## src/rtl/conv3x3_engine_if.sv

```systemverilog
// Handshake and memory-port bundle between the controller/memory side and one
// conv3x3_engine channel; the engine uses the slave modport.
interface conv3x3_engine_if #(
    parameter int ADDR_W = 16
);
    logic              start;
    logic              done;
    logic [ADDR_W-1:0] krn_addr;
    logic signed [7:0] krn_data;
    logic [ADDR_W-1:0] img_addr;
    logic [7:0]        img_data;
    logic [ADDR_W-1:0] out_addr;
    logic [7:0]        out_data;
    logic              out_we;

    modport slave (
        input  start, krn_data, img_data,
        output done, krn_addr, img_addr, out_addr, out_data, out_we
    );

    modport master (
        output start, krn_data, img_data,
        input  done, krn_addr, img_addr, out_addr, out_data, out_we
    );
endinterface

```

## src/rtl/conv3x3_engine.sv

```systemverilog
// 3x3 valid-padding convolution channel: loads a kernel, convolves the image tap by tap
// and writes clamped 8-bit results row-major. Define CONV_BIAS_EN to add a per-kernel bias.
module conv3x3_engine #(
    parameter int IMG_W  = 28,
    parameter int IMG_H  = 28,
    parameter int ADDR_W = 16,
    parameter int SHIFT  = 4
) (
    input  logic             clk,
    input  logic             reset,
    conv3x3_engine_if.slave  bus
);
    localparam int DATA_W = 8;
    localparam int COEF_W = 8;
    localparam int ACC_W  = 21;
    localparam int PROD_W = DATA_W + COEF_W + 1;
`ifdef CONV_BIAS_EN
    localparam logic [3:0] LK_LAST = 4'd10;
`else
    localparam logic [3:0] LK_LAST = 4'd9;
`endif
    localparam logic [3:0]              PIX_LAST = 4'd9;
    localparam logic [ADDR_W-1:0]       ROW_STEP = ADDR_W'(IMG_W - 2);
    localparam logic [ADDR_W-1:0]       C_LAST   = ADDR_W'(IMG_W - 3);
    localparam logic [ADDR_W-1:0]       R_LAST   = ADDR_W'(IMG_H - 3);
    localparam logic signed [ACC_W-1:0] SAT_MAX  = ACC_W'(255);

    typedef enum logic [2:0] {S_IDLE, S_LOADK, S_PIX, S_WR, S_DONE} state_t;

    state_t                    r_state, w_next;
    logic [3:0]                r_cnt;
    logic signed [COEF_W-1:0]  r_kern [0:8];
    logic signed [ACC_W-1:0]   r_acc;
    logic [1:0]                r_tj;
    logic [ADDR_W-1:0]         r_row, r_col, r_base, r_oaddr;
    logic                      r_done, r_we;
    logic [ADDR_W-1:0]         r_krn_addr, r_img_addr, r_out_addr;
    logic [DATA_W-1:0]         r_out_data;

    logic signed [COEF_W-1:0]  w_coef;
    logic signed [DATA_W:0]    w_pix;
    logic signed [PROD_W-1:0]  w_prod;
    logic signed [ACC_W-1:0]   w_mac, w_acc_init;
    logic                      w_last_px;

    function automatic logic [DATA_W-1:0] sat_u8(input logic signed [ACC_W-1:0] a);
        logic signed [ACC_W-1:0] s;
        s = a >>> SHIFT;
        if (s[ACC_W-1])    return '0;
        if (s > SAT_MAX)   return '1;
        return s[DATA_W-1:0];
    endfunction

`ifdef CONV_BIAS_EN
    logic signed [COEF_W-1:0] r_bias;
    // Bias is pre-scaled so it lands in the same fixed-point position as the products.
    assign w_acc_init = ACC_W'(r_bias) <<< SHIFT;
`else
    assign w_acc_init = '0;
`endif

    always_comb begin
        w_coef = '0;
        if (r_cnt != 4'd0 && r_cnt <= 4'd9) w_coef = r_kern[r_cnt - 4'd1];
    end

    assign w_pix     = $signed({1'b0, bus.img_data});
    assign w_prod    = PROD_W'(w_pix) * PROD_W'(w_coef);
    assign w_mac     = r_acc + ACC_W'(w_prod);
    assign w_last_px = (r_row == R_LAST) && (r_col == C_LAST);

    always_ff @(posedge clk) begin
        if (reset) r_state <= S_IDLE;
        else       r_state <= w_next;
    end

    always_comb begin
        w_next = r_state;
        case (r_state)
            S_IDLE:  if (bus.start)           w_next = S_LOADK;
            S_LOADK: if (r_cnt == LK_LAST)    w_next = S_PIX;
            S_PIX:   if (r_cnt == PIX_LAST)   w_next = S_WR;
            S_WR:    w_next = w_last_px ? S_DONE : S_PIX;
            S_DONE:  if (!bus.start)          w_next = S_IDLE;
            default: w_next = S_IDLE;
        endcase
    end

    always_ff @(posedge clk) begin
        if (reset) begin
            r_cnt      <= '0;
            r_acc      <= '0;
            r_tj       <= '0;
            r_row      <= '0;
            r_col      <= '0;
            r_base     <= '0;
            r_oaddr    <= '0;
            r_done     <= 1'b0;
            r_we       <= 1'b0;
            r_krn_addr <= '0;
            r_img_addr <= '0;
            r_out_addr <= '0;
            r_out_data <= '0;
            for (int k = 0; k < 9; k++) r_kern[k] <= '0;
`ifdef CONV_BIAS_EN
            r_bias     <= '0;
`endif
        end else begin
            r_we <= 1'b0;
            case (r_state)
                S_IDLE: begin
                    r_cnt <= '0;
                    if (bus.start) r_krn_addr <= '0;
                end
                // Kernel load: address leads the captured tap by one cycle.
                S_LOADK: begin
                    r_cnt <= r_cnt + 4'd1;
                    if (r_cnt < LK_LAST - 4'd1) r_krn_addr <= r_krn_addr + ADDR_W'(1);
                    if (r_cnt != 4'd0 && r_cnt <= 4'd9) r_kern[r_cnt - 4'd1] <= bus.krn_data;
`ifdef CONV_BIAS_EN
                    if (r_cnt == 4'd10) r_bias <= bus.krn_data;
`endif
                    if (r_cnt == LK_LAST) begin
                        r_cnt      <= '0;
                        r_row      <= '0;
                        r_col      <= '0;
                        r_base     <= '0;
                        r_oaddr    <= '0;
                        r_tj       <= '0;
                        r_img_addr <= '0;
                    end
                end
                // Per-pixel fetch/MAC: tap k is fetched in cycle k and accumulated in k+1.
                S_PIX: begin
                    r_cnt <= r_cnt + 4'd1;
                    r_acc <= (r_cnt == 4'd0) ? w_acc_init : w_mac;
                    if (r_cnt < 4'd8) begin
                        if (r_tj == 2'd2) begin
                            r_tj       <= '0;
                            r_img_addr <= r_img_addr + ROW_STEP;
                        end else begin
                            r_tj       <= r_tj + 2'd1;
                            r_img_addr <= r_img_addr + ADDR_W'(1);
                        end
                    end
                    if (r_cnt == PIX_LAST) begin
                        r_cnt      <= '0;
                        r_we       <= 1'b1;
                        r_out_data <= sat_u8(w_mac);
                        r_out_addr <= r_oaddr;
                    end
                end
                // Write cycle: advance to the next window origin.
                S_WR: begin
                    r_oaddr <= r_oaddr + ADDR_W'(1);
                    r_tj    <= '0;
                    if (r_col == C_LAST) begin
                        r_col      <= '0;
                        r_row      <= r_row + ADDR_W'(1);
                        r_base     <= r_base + ADDR_W'(3);
                        r_img_addr <= r_base + ADDR_W'(3);
                    end else begin
                        r_col      <= r_col + ADDR_W'(1);
                        r_base     <= r_base + ADDR_W'(1);
                        r_img_addr <= r_base + ADDR_W'(1);
                    end
                    if (w_last_px) r_done <= 1'b1;
                end
                S_DONE: begin
                    if (!bus.start) r_done <= 1'b0;
                end
                default: r_cnt <= '0;
            endcase
        end
    end

    assign bus.done     = r_done;
    assign bus.out_we   = r_we;
    assign bus.krn_addr = r_krn_addr;
    assign bus.img_addr = r_img_addr;
    assign bus.out_addr = r_out_addr;
    assign bus.out_data = r_out_data;
endmodule

```

## src/flat_wrapper.sv

```systemverilog
// flat-port wrapper written by rule: the top's interface ports become plain ports
module conv3x3_engine_flat 
#(
    parameter int IMG_W  = 28,
    parameter int IMG_H  = 28,
    parameter int ADDR_W = 16,
    parameter int SHIFT  = 4
)
  (clk, reset, bus_start, bus_krn_data, bus_img_data, bus_done, bus_krn_addr, bus_img_addr, bus_out_addr, bus_out_data, bus_out_we);
  conv3x3_engine_if #(.ADDR_W(ADDR_W)) bus_i ();
  input  logic clk;
  input  logic reset;
  input wire logic [$bits(bus_i.start)-1:0] bus_start;
  input wire logic [$bits(bus_i.krn_data)-1:0] bus_krn_data;
  input wire logic [$bits(bus_i.img_data)-1:0] bus_img_data;
  output wire logic [$bits(bus_i.done)-1:0] bus_done;
  output wire logic [$bits(bus_i.krn_addr)-1:0] bus_krn_addr;
  output wire logic [$bits(bus_i.img_addr)-1:0] bus_img_addr;
  output wire logic [$bits(bus_i.out_addr)-1:0] bus_out_addr;
  output wire logic [$bits(bus_i.out_data)-1:0] bus_out_data;
  output wire logic [$bits(bus_i.out_we)-1:0] bus_out_we;
  assign bus_i.start = bus_start;
  assign bus_i.krn_data = bus_krn_data;
  assign bus_i.img_data = bus_img_data;
  assign bus_done = bus_i.done;
  assign bus_krn_addr = bus_i.krn_addr;
  assign bus_img_addr = bus_i.img_addr;
  assign bus_out_addr = bus_i.out_addr;
  assign bus_out_data = bus_i.out_data;
  assign bus_out_we = bus_i.out_we;
  conv3x3_engine #(.IMG_W(IMG_W), .IMG_H(IMG_H), .ADDR_W(ADDR_W), .SHIFT(SHIFT)) u_core (.clk(clk), .reset(reset), .bus(bus_i));
endmodule
```

## config.mk

```make
export PLATFORM = sky130hd
export DESIGN_NAME = conv3x3_engine_flat
export DESIGN_NICKNAME = d
export VERILOG_FILES = /design/src/rtl/conv3x3_engine_if.sv /design/src/rtl/conv3x3_engine.sv /design/src/flat_wrapper.sv
export SDC_FILE = /design/constraint.sdc
export NUM_CORES = 1
export LEC_CHECK = 0
export CAP_MARGIN = 10
export CORE_MARGIN = 5
export CORE_UTILIZATION = 40
export DETAILED_ROUTE_END_ITERATION = 10
export SLEW_MARGIN = 40
export SYNTH_ARGS = -nofsm -noshare
export SYNTH_HDL_FRONTEND = slang
export SYNTH_SLANG_ARGS = --single-unit
```

## constraint.sdc

```tcl
create_clock -name clk -period 7.4 [get_ports clk]
set_input_delay 1.48 -clock clk [delete_from_list [all_inputs] [get_ports clk]]
set_output_delay 1.48 -clock clk [all_outputs]
set_load 0.005 [all_outputs]
```

==> results of run 1 <==
[cells in the mapped netlist (all sizes together), types with 3 or more instances]
cell type | count | share of area (%)
clkbuf | 64 | 1.5
o31ai | 4 | 0.19
nor3b | 3 | 0.14
nor2 | 165 | 4.0
nor2b | 5 | 0.20
a31oi | 13 | 0.52
and3 | 18 | 0.72
xor2 | 30 | 1.7
a41oi | 4 | 0.22
a21o | 10 | 0.48
nand2b | 10 | 0.40
dfxtp | 152 | 19
o211ai | 4 | 0.19
nor4 | 12 | 0.58
mux2i | 9 | 0.58
a211oi | 25 | 1.2
nor3 | 22 | 0.73
xnor2 | 30 | 1.7
o21a | 7 | 0.34
ha | 80 | 6.4
o21ai | 58 | 1.9
nand2 | 144 | 3.5
o22ai | 3 | 0.16
or3 | 6 | 0.24
inv | 85 | 2.0
or2 | 12 | 0.48
buf | 9 | 0.33
nand4 | 19 | 0.76
and2 | 119 | 4.8
mux4 | 32 | 4.6
a311oi | 17 | 0.95
edfxtp | 128 | 25
nand3 | 37 | 1.2
and4 | 7 | 0.39
a22oi | 26 | 1.2
fa | 53 | 6.8
a221oi | 5 | 0.28
nand3b | 4 | 0.19
a21oi | 98 | 3.2
[critical path, stage by stage (launching register included)]
cell,delay [ps]
dfxtp_2,360
inv_1,100
ha_2,410
buf_12,190
mux4_2,350
and2_1,180
a211oi_1,200
a211oi_1,120
buf_4,200
and2_1,170
fa_1,440
fa_1,550
inv_1,50
fa_1,470
inv_1,60
fa_1,440
fa_1,490
ha_4,310
o21ai_0,140
o21ai_1,260
nand2_1,150
a31oi_1,180
o311ai_0,200
or4_4,620
nor4_1,270
o21ai_0,100
[how the worst max path moves through the flow]
stage | startpoint | to | slack [ps] | cells after the start
final | u_core.r_cnt[0]$_SDFFE_PP0N_ | u_core.bus.out_data[5]$_SDFFE_PP0P_ | 260 | 25
after global routing | u_core.r_cnt[0]$_SDFFE_PP0N_ | u_core.bus.out_data[3]$_SDFFE_PP0P_ | -40 | 25
after CTS | u_core.r_cnt[0]$_SDFFE_PP0N_ | u_core.bus.out_data[4]$_SDFFE_PP0P_ | 40 | 22
after detailed placement | bus_img_data[4] | u_core.bus.out_data[7]$_SDFFE_PP0P_ | -20 | 18
after global placement | bus_img_data[4] | u_core.bus.out_data[2]$_SDFFE_PP0P_ | 130 | 18
after floorplan | u_core.r_cnt[0]$_SDFFE_PP0N_ | u_core.bus.out_data[3]$_SDFFE_PP0P_ | 70 | 28
[state kept, by name (all words and copies together) (netlist names)]
register,count
u_core.bus.krn_addr,16
u_core.r_kern,128
u_core.r_acc,21
u_core.bus.img_addr,16
u_core.r_oaddr,16
u_core.bus.out_addr,16
u_core.r_row,16
u_core.bus.out_data,8
u_core.r_cnt,4
u_core.r_col,16
u_core.r_base,16
u_core.bus.out_we,1
u_core.r_state,3
u_core.r_tj,2
u_core.bus.done,1
[what timing repair did]
action | 4_1_cts | 5_1_grt
buffers inserted | 0 | 2
resized for setup | 0 | 14
endpoints found under the setup margin | 0 | 8
[power breakdown]
| group | internal [mW] | total, mW | leakage [nW] | switching [mW] |
|---|---|---|---|---|
| combinational | 0.323 | 0.773 | 3.91 | 0.450 |
| sequential | 1.64 | 1.65 | 2.47 | 0.0166 |
| clock | 0.927 | 1.59 | 0.509 | 0.662 |
[cells by family (layout without fill, tap and decap cells)]
| logic type | Yosys count | in the layout | synth area share [%] |
|---|---|---|---|
| DFF | 280 | 280 | 44.0 |
| muxes | 42 | 42 | 5.25 |
| adders and majority gates | 133 | 133 | 13.2 |
| AOI/OAI and AO/OA | 290 | 290 | 11.7 |
| buffers and inverters | 158 | 266 | 3.91 |
| and+or+nand+nor | 591 | 591 | 18.7 |
| xor gates and xnor gates | 60 | 60 | 3.36 |
[per-stage QoR]
step / TNS, ps / cell area [um2] / setup WS, ps / instances
2_1_floorplan: 0 / 15700 / 71.7 / 1554
3_3_place_gp: 0 / 17100 / 134 / 2117
3_5_place_dp: -94.7 / 17100 / -24.1 / 2117
4_1_cts: 0 / 18200 / 42.0 / 2177
5_1_grt: -80.0 / 18300 / -44.0 / 2180
6_report: 0 / 18300 / 258 / 2180
[cell type report]
cell class / instances / area, um2 / area share (%)
multi-input cells: 1116 / 8260 / 45.2
flip-flops and latches: 280 / 6890 / 37.6
repair buffers: 121 / 1130 / 6.18
clock buffers: 45 / 933 / 5.10
well taps: 518 / 648 / 3.54
inverters: 85 / 319 / 1.74
clock inverters: 15 / 115 / 0.629
[layer usage]
metal  share of wire (%)  wire [um]
met4                 2.2        829
met2                  48      18200
met5                   0          0
met3                 4.6       1760
met1                  46      17500
==> impl_metrics.yaml, run 1 <==
routing:
  avgViaCountPerCell: 5.38
  drtPass1Iterations: 5
  drc_errors: 0
  wire_per_inst_um: 17.5
  vias: 11725
  finalWirelength_um: 38200
  drt_iter0_drc: 697
  postRouteAntennaNets: 0
synth:
  synth_ff_type: "dfxtp_1"
  synthesis.nets: 1706
  avgSynthCellArea_um2: 10.1
  yosysWarnings: 0
  synthesis.area_um2: 15700
  synth_edf_count: 128
  async_reset_ff_share_pct: 0
  ys_seq_area_share_pct: 44.0
  ys_types: 71
  ys_ff_latch: 280
  synthesis.instances: 1554
grt:
  busiest_layer: "met2"
  gr-usage-met2_pct: 28.3
  gr-usage-all-layers_pct: 17.5
  overflow: 0
  grt_pass1_wl_um: 61800
  antenna_found_initial: 0
  use_met3_pct: 3.13
  grtUsageMet1_pct: 24.0
  first_global_vias: 11428
  grt_max_degree: 63
die:
  pin_count: 77
  rows: 72
  start_util_pct: 40.4
  dieArea_um2: 43200
  core-area_um2: 38700
  chipHeight_um: 208
  fp.dieW_um: 208
cts:
  htreeDepth: 2
  cts_buffers: 34
  ctsHoldBuffers: 0
  clk_pin_slew_worst_paths_ps: 60
  clockBufferDepth: 3
  clk_latency_ps: 530
  cts-root-buf: "clkbuf_16"
  tritoncts: "done"
  clock-sinks: 280
cells_and_area:
  drive_above_1_share_pct: 10.1
  nFillCells: 3651
  area_growth_pct: 16.8
  layout_commonest_cell: "nor2_1"
  fin_util_pct: 47.2
  mostFrequentLayoutCells: "nor2_1 (163), dfxtp_1 (151), nand2_1 (141), edfxtp_1 (128), and2_1 (117)"
  antenna_cells: 0
  fin_nets: 1790
sta:
  relSlewSlack_pct: 46.2
  fmax_mhz: 140
  finalSetupViolCount: 0
  hold_violations: 0
  fin_skew_ps: 15.3
  final.min_clock_period_ps: 7140
  finalMaxSlewViolations: 0
  hold-worst-slack_ps: 453
  worst_pin_slew_ps: 805
  period_share_pct: 96.5
power:
  p_leak_nw: 6.90
  power_density_nw_per_um2: 220
  vdd_drop_max_uv: 121
  power_mw: 4.02
critical_path:
  end_kind: "flop"
  cp_max_fo: 16
  setup.worst_path.start_class: "flop"
  reg2reg_from: "u_core.r_cnt[0]$_SDFFE_PP0N_"
  cp_data_required_time_ps: 7800
  r2r-end: "u_core.bus.out_data[5]$_SDFFE_PP0P_"
  crit_type: "flop to flop"
  rrSetupSlack_ps: 260
  rr_worst_depth: 25
  crit_arrival_ps: 7540
worst_hold_path:
  hold_depth: 2
  min_from: "u_core.bus.out_addr[14]$_SDFFE_PP0P_"
  min_to: "u_core.bus.out_addr[14]$_SDFFE_PP0P_"
  hold_class: "flop to flop"
run:
  drv_cap: 0
status:
  status: "completed"
placed_design:
  detailed_place_hpwl_um: 26500
  portBuffers: 76
  gp_congestion: 0.844
Power figures use the tool's default switching activity.
==> run 2: changes to the inputs <==
CORE_ASPECT_RATIO = 0.6   (was unset)
clock period = 9.1 ns   (was 7.4 ns; I/O delays follow)
==> run 2 against run 1 <==
Compared with the run above: worst hold slack better by 11 ps; maximum frequency shrank 15%; flip-flop and latch count is the same; cell count is 1.7% lower; sequential share of layout area rose by 0.72 points; sequential power fell by 18%; global-route usage rose by 0.62 points; clock skew up 5.8 ps; largest power group unchanged.
==> impl_metrics.yaml, run 2 (synthesis gave the netlist of run 1 again) <==
run:
  drv_cap: 0
cts:
  cts_buffers: 28
  ctsHoldBuffers: 0
  cts-root-buf: "clkbuf_16"
  clk_pin_slew_worst_paths_ps: 60
  cts_setup_buffers: 0
  clk_latency_ps: 570
  cts_resized: 0
  htreeDepth: 1
  clockBufferDepth: 3
  clock-sinks: 280
  tritoncts: "done"
routing:
  drtPass1Iterations: 5
  avgViaCountPerCell: 5.46
  finalWirelength_um: 40100
  wire_per_inst_um: 18.7
  postRouteAntennaNets: 0
  drc_errors: 0
  vias: 11691
  drt_iter0_drc: 979
critical_path:
  setup.worst_path.start_class: "flop"
  cp_data_required_time_ps: 9490
  cp_max_fo: 12
  rrSetupSlack_ps: 710
  critPathMaxStageDelay_ps: 740
  r2r-end: "u_core.bus.out_data[4]$_SDFFE_PP0P_"
  slowest_stage: "nor4_4"
  end_kind: "flop"
  rr_worst_depth: 25
  crit_type: "flop to flop"
  reg2reg_from: "u_core.r_cnt[0]$_SDFFE_PP0N_"
  crit_arrival_ps: 8780
cells_and_area:
  antenna_cells: 0
  layout_commonest_cell: "nor2_1"
  fin_nets: 1753
  reg_top3: "u_core.r_kern x128, u_core.r_acc x21"
  drive_above_1_share_pct: 8.02
  area_growth_pct: 14.6
  largest_reg_flops: 128
  nFillCells: 3670
  fin_area_um2: 18000
  mostFrequentLayoutCells: "nor2_1 (158), dfxtp_1 (151), nand2_1 (141), edfxtp_1 (128), and2_1 (117)"
  largest_register: "u_core.r_kern"
sta:
  final.min_clock_period_ps: 8390
  finalSetupViolCount: 0
  period_share_pct: 92.2
  hold-worst-slack_ps: 464
  relSlewSlack_pct: 45.0
  fin_skew_ps: 21.1
  fmax_mhz: 119
  hold_violations: 0
  fin_setup_tns_ps: 0
  worst_pin_slew_ps: 819
  setup_slack_ps: 712
  rsz0062_at_grt: "no"
  finalMaxSlewViolations: 0
grt:
  grtUsageMet1_pct: 29.8
  overflow: 0
  use_met3_pct: 2.79
  grt_max_degree: 70
  busiest_layer: "met1"
  first_global_vias: 11148
  antenna_found_initial: 0
  grt_pass1_wl_um: 63700
  gr-usage-met2_pct: 25.1
  gr-usage-all-layers_pct: 18.1
placed_design:
  placed_area_um2: 16900
  portBuffers: 76
  detailed_place_hpwl_um: 28600
  gp_congestion: 0.864
  post-place-ws_ps: 776
worst_hold_path:
  min_to: "u_core.bus.out_addr[0]$_SDFFE_PP0P_"
  min_from: "u_core.bus.out_addr[0]$_SDFFE_PP0P_"
  hold_class: "flop to flop"
  hold_depth: 2
power:
  internal_power_mw: 2.27
  switching_share_pct: 28.3
  comb_power_share_pct: 18.4
  switchingPower_mw: 0.895
  pwr-share-seq_pct: 42.6
  vdd_drop_max_uv: 128
  p_leak_nw: 6.71
  clkPwrFrac_pct: 39.1
  power_density_nw_per_um2: 176
die:
  fp.dieW_um: 265
  core-area_um2: 38900
  pin_count: 77
  rows: 56
  dieArea_um2: 43300
  chipHeight_um: 163
  start_util_pct: 40.3
status:
  status: "completed"
-- run 2: changes by cell type in the layout (fill, tap and decap cells not counted), sizes merged --
cell	previous run	this run
clkinv	9	4
clkinvlp	2	1
buf	45	15
clkbuf	46	41
-- run 2: area by class of cell --
class / count / area [um2] / area share [%]
flip-flops and latches: 280 / 6890 / 38.4
inverters: 85 / 319 / 1.78
clock buffers: 41 / 893 / 4.98
clock inverters: 9 / 104 / 0.578
multi-input cells: 1116 / 8210 / 45.7
well taps: 522 / 653 / 3.64
repair buffers: 90 / 888 / 4.95
-- run 2: worst max-delay path, delay by kind of cell (launching register included) --
family,cells,cell delay [ps]
AO/OA/AOI/OAI,5,930
XOR/XNOR,2,290
adder cells (fa/ha/maj),7,3040
buffers and inverters,5,890
flip-flops,1,590
AND/OR/NAND/NOR,6,2460
-- run 2: worst max-delay path by stage --
stage                                 start                                  end  cells after the start
2_1_floorplan  u_core.r_cnt[0]$_SDFFE_PP0N_  u_core.bus.out_data[2]$_SDFFE_PP0P_                     27
3_3_place_gp   u_core.r_cnt[0]$_SDFFE_PP0N_  u_core.bus.out_data[7]$_SDFFE_PP0P_                     22
3_5_place_dp   u_core.r_cnt[0]$_SDFFE_PP0N_  u_core.bus.out_data[7]$_SDFFE_PP0P_                     25
4_1_cts        u_core.r_cnt[0]$_SDFFE_PP0N_  u_core.bus.out_data[4]$_SDFFE_PP0P_                     25
5_1_grt        u_core.r_cnt[0]$_SDFFE_PP0N_  u_core.bus.out_data[2]$_SDFFE_PP0P_                     23
6_report       u_core.r_cnt[0]$_SDFFE_PP0N_  u_core.bus.out_data[4]$_SDFFE_PP0P_                     25
-- run 2: routing by layer --
layer	routed length (um)	share of wire [%]	up-vias
met5	0	0	-
met4	582	1.5	0
met3	2210	5.5	46
met2	16200	41	303
met1	21000	53	5737
li1	-	-	5605
-- run 2: through the flow --
stage | power, mW | util [%] | std cells
after global routing | 3.31 | 46.2 | 2143
after global placement | 1.94 | 43.5 | 2093
after CTS | 3.19 | 46.1 | 2143
after floorplan | 1.78 | - | 1554
final | 3.17 | 46.2 | 2143
after detailed placement | 1.95 | 43.6 | 2093
-- run 2: power groups by stage --
stage / Combinational [mW] / Clock [mW] / Sequential (mW)
after detailed placement: 0.575 / 0 / 1.38
after global placement: 0.565 / 0 / 1.38
after global routing: 0.650 / 1.31 / 1.35
final: 0.582 / 1.24 / 1.35
after floorplan: 0.413 / 0 / 1.37
after CTS: 0.583 / 1.26 / 1.35
==> run 3: changes to the inputs <==
SLEW_MARGIN = unset   (was 40)
==> run 3 against run 2 <==
Compared with the run above: worst hold slack lost 1.6 ps; critical path depth is 2 lower; via count grew 0.35%; highest routed layer unchanged.
==> impl_metrics.yaml, run 3 (synthesis gave the netlist of run 1 again) <==
die:
  start_util_pct: 40.3
  rows: 56
  chipHeight_um: 163
  fp.dieW_um: 265
  dieArea_um2: 43300
  core-area_um2: 38900
  pin_count: 77
routing:
  finalWirelength_um: 39900
  postRouteAntennaNets: 0
  wire_per_inst_um: 18.6
  drtPass1Iterations: 5
  drc_errors: 0
  avgViaCountPerCell: 5.46
  drt_iter0_drc: 931
  vias: 11732
power:
  power_density_nw_per_um2: 175
  internal_power_mw: 2.24
  comb_power_share_pct: 18.5
  pwr-share-seq_pct: 43.1
  p_leak_nw: 6.70
  clkPwrFrac_pct: 38.4
  vdd_drop_max_uv: 112
  switchingPower_mw: 0.884
  switching_share_pct: 28.3
cts:
  clockBufferDepth: 3
  cts-root-buf: "clkbuf_16"
  cts_resized: 0
  clock-sinks: 280
  cts_buffers: 29
  htreeDepth: 1
  clk_latency_ps: 580
  ctsHoldBuffers: 0
  tritoncts: "done"
  cts_setup_buffers: 0
  clk_pin_slew_worst_paths_ps: 60
sta:
  rsz0062_at_grt: "no"
  fmax_mhz: 121
  worst_pin_slew_ps: 1150
  hold-worst-slack_ps: 463
  final.min_clock_period_ps: 8290
  setup_slack_ps: 806
  finalSetupViolCount: 0
  fin_skew_ps: 15.2
  fin_setup_tns_ps: 0
  hold_violations: 0
  relSlewSlack_pct: 23.0
  finalMaxSlewViolations: 0
  period_share_pct: 91.1
cells_and_area:
  mostFrequentLayoutCells: "nor2_1 (164), dfxtp_1 (151), nand2_1 (143), edfxtp_1 (128), and2_1 (117)"
  largest_register: "u_core.r_kern"
  drive_above_1_share_pct: 7.51
  reg_top3: "u_core.r_kern x128, u_core.r_acc x21"
  largest_reg_flops: 128
  area_growth_pct: 14.1
  layout.cells.non_filler: 2147
  fin_area_um2: 17900
  layout_commonest_cell: "nor2_1"
  fin_nets: 1755
  antenna_cells: 0
critical_path:
  crit_type: "flop to flop"
  cp_data_required_time_ps: 9510
  end_kind: "flop"
  crit_arrival_ps: 8700
  setup.worst_path.start_class: "flop"
  cp_max_fo: 12
grt:
  gr-usage-all-layers_pct: 18.1
  grt_max_degree: 70
  first_global_vias: 11158
  overflow: 0
  antenna_found_initial: 0
  gr-usage-met2_pct: 25.0
  grtUsageMet1_pct: 29.5
  grt_pass1_wl_um: 63300
  use_met3_pct: 2.63
  busiest_layer: "met1"
placed_design:
  gp_congestion: 0.864
  portBuffers: 76
  placed_area_um2: 16900
  post-place-ws_ps: 734
  placed_cells_incl_taps: 2093
  detailed_place_hpwl_um: 28600
run:
  drv_cap: 0
worst_hold_path:
  hold_class: "flop to flop"
status:
  status: "completed"
## run 3: cell count changes in the layout (fill, tap and decap cells not counted), moves of 3 or more
cell,previous run,this run
a211oi_1,21,24
a211oi_2,4,1
clkbuf_1,2,5
clkbuf_2,0,3
nor2_1,158,164
nor2_2,6,1
## run 3: path summary, 6_finish.rpt
check / start / to / slack (ps) / cells after the start
worst max-delay path: u_core.r_cnt[0]$_SDFFE_PP0N_ / u_core.bus.out_data[4]$_SDFFE_PP0P_ / 810 / 23
worst min register to register: u_core.bus.out_addr[0]$_SDFFE_PP0P_ / u_core.bus.out_addr[0]$_SDFFE_PP0P_ / 460 / 2
worst max register to register: u_core.r_cnt[0]$_SDFFE_PP0N_ / u_core.bus.out_data[4]$_SDFFE_PP0P_ / 810 / 23
worst min-delay path: u_core.bus.out_addr[0]$_SDFFE_PP0P_ / u_core.bus.out_addr[0]$_SDFFE_PP0P_ / 460 / 2
## run 3: power groups by stage
stage	sequential, mW	combinational [mW]	clock [mW]
final	1.35	0.577	1.20
after global routing	1.35	0.648	1.28
after CTS	1.35	0.580	1.23
after detailed placement	1.38	0.572	0
after global placement	1.38	0.565	0
after floorplan	1.37	0.413	0
## run 3: metal layers
metal | vias to the layer above | wire (um)
li1 | 5612 | -
met1 | 5760 | 20700
met2 | 311 | 16200
met3 | 49 | 2200
met4 | 0 | 806
met5 | - | 0
## run 3: area by class of cell
type                            instances  area, um2
Fill cell                            3701      21000
Multi-Input combinational cell       1116       8170
Sequential cell                       280       6890
Timing Repair Buffer                   91        896
Clock buffer                           44        856
Tap cell                              522        653
Inverter                               85        319
Clock inverter                          9       96.3
## run 3: metrics by stage
| step | util [%] | total power, mW |
|---|---|---|
| 3_5_place_dp | 43.5 | 1.95 |
| 4_1_cts | 45.9 | 3.15 |
| 6_report | 46.0 | 3.12 |
| 2_1_floorplan | - | 1.78 |
| 3_3_place_gp | 43.5 | 1.94 |
| 5_1_grt | 46.0 | 3.28 |
## run 3: worst max-delay path, cell delays in order, from the launching register on
cell      delay [ps]
dfxtp_2          580
inv_1            180
ha_1             340
xor2_1           480
and2_1           250
a211oi_1          70
a211oi_1         940
and2_1           260
fa_1             420
inv_1            100
fa_1             420
inv_1             90
fa_1             420
fa_1             580
fa_1             430
ha_1             360
o21ai_0          130
o21ai_0          330
nand2_1          170
a31oi_1          180
o311ai_0         210
or4_1            660
nor3_1           400
a221oi_1         130
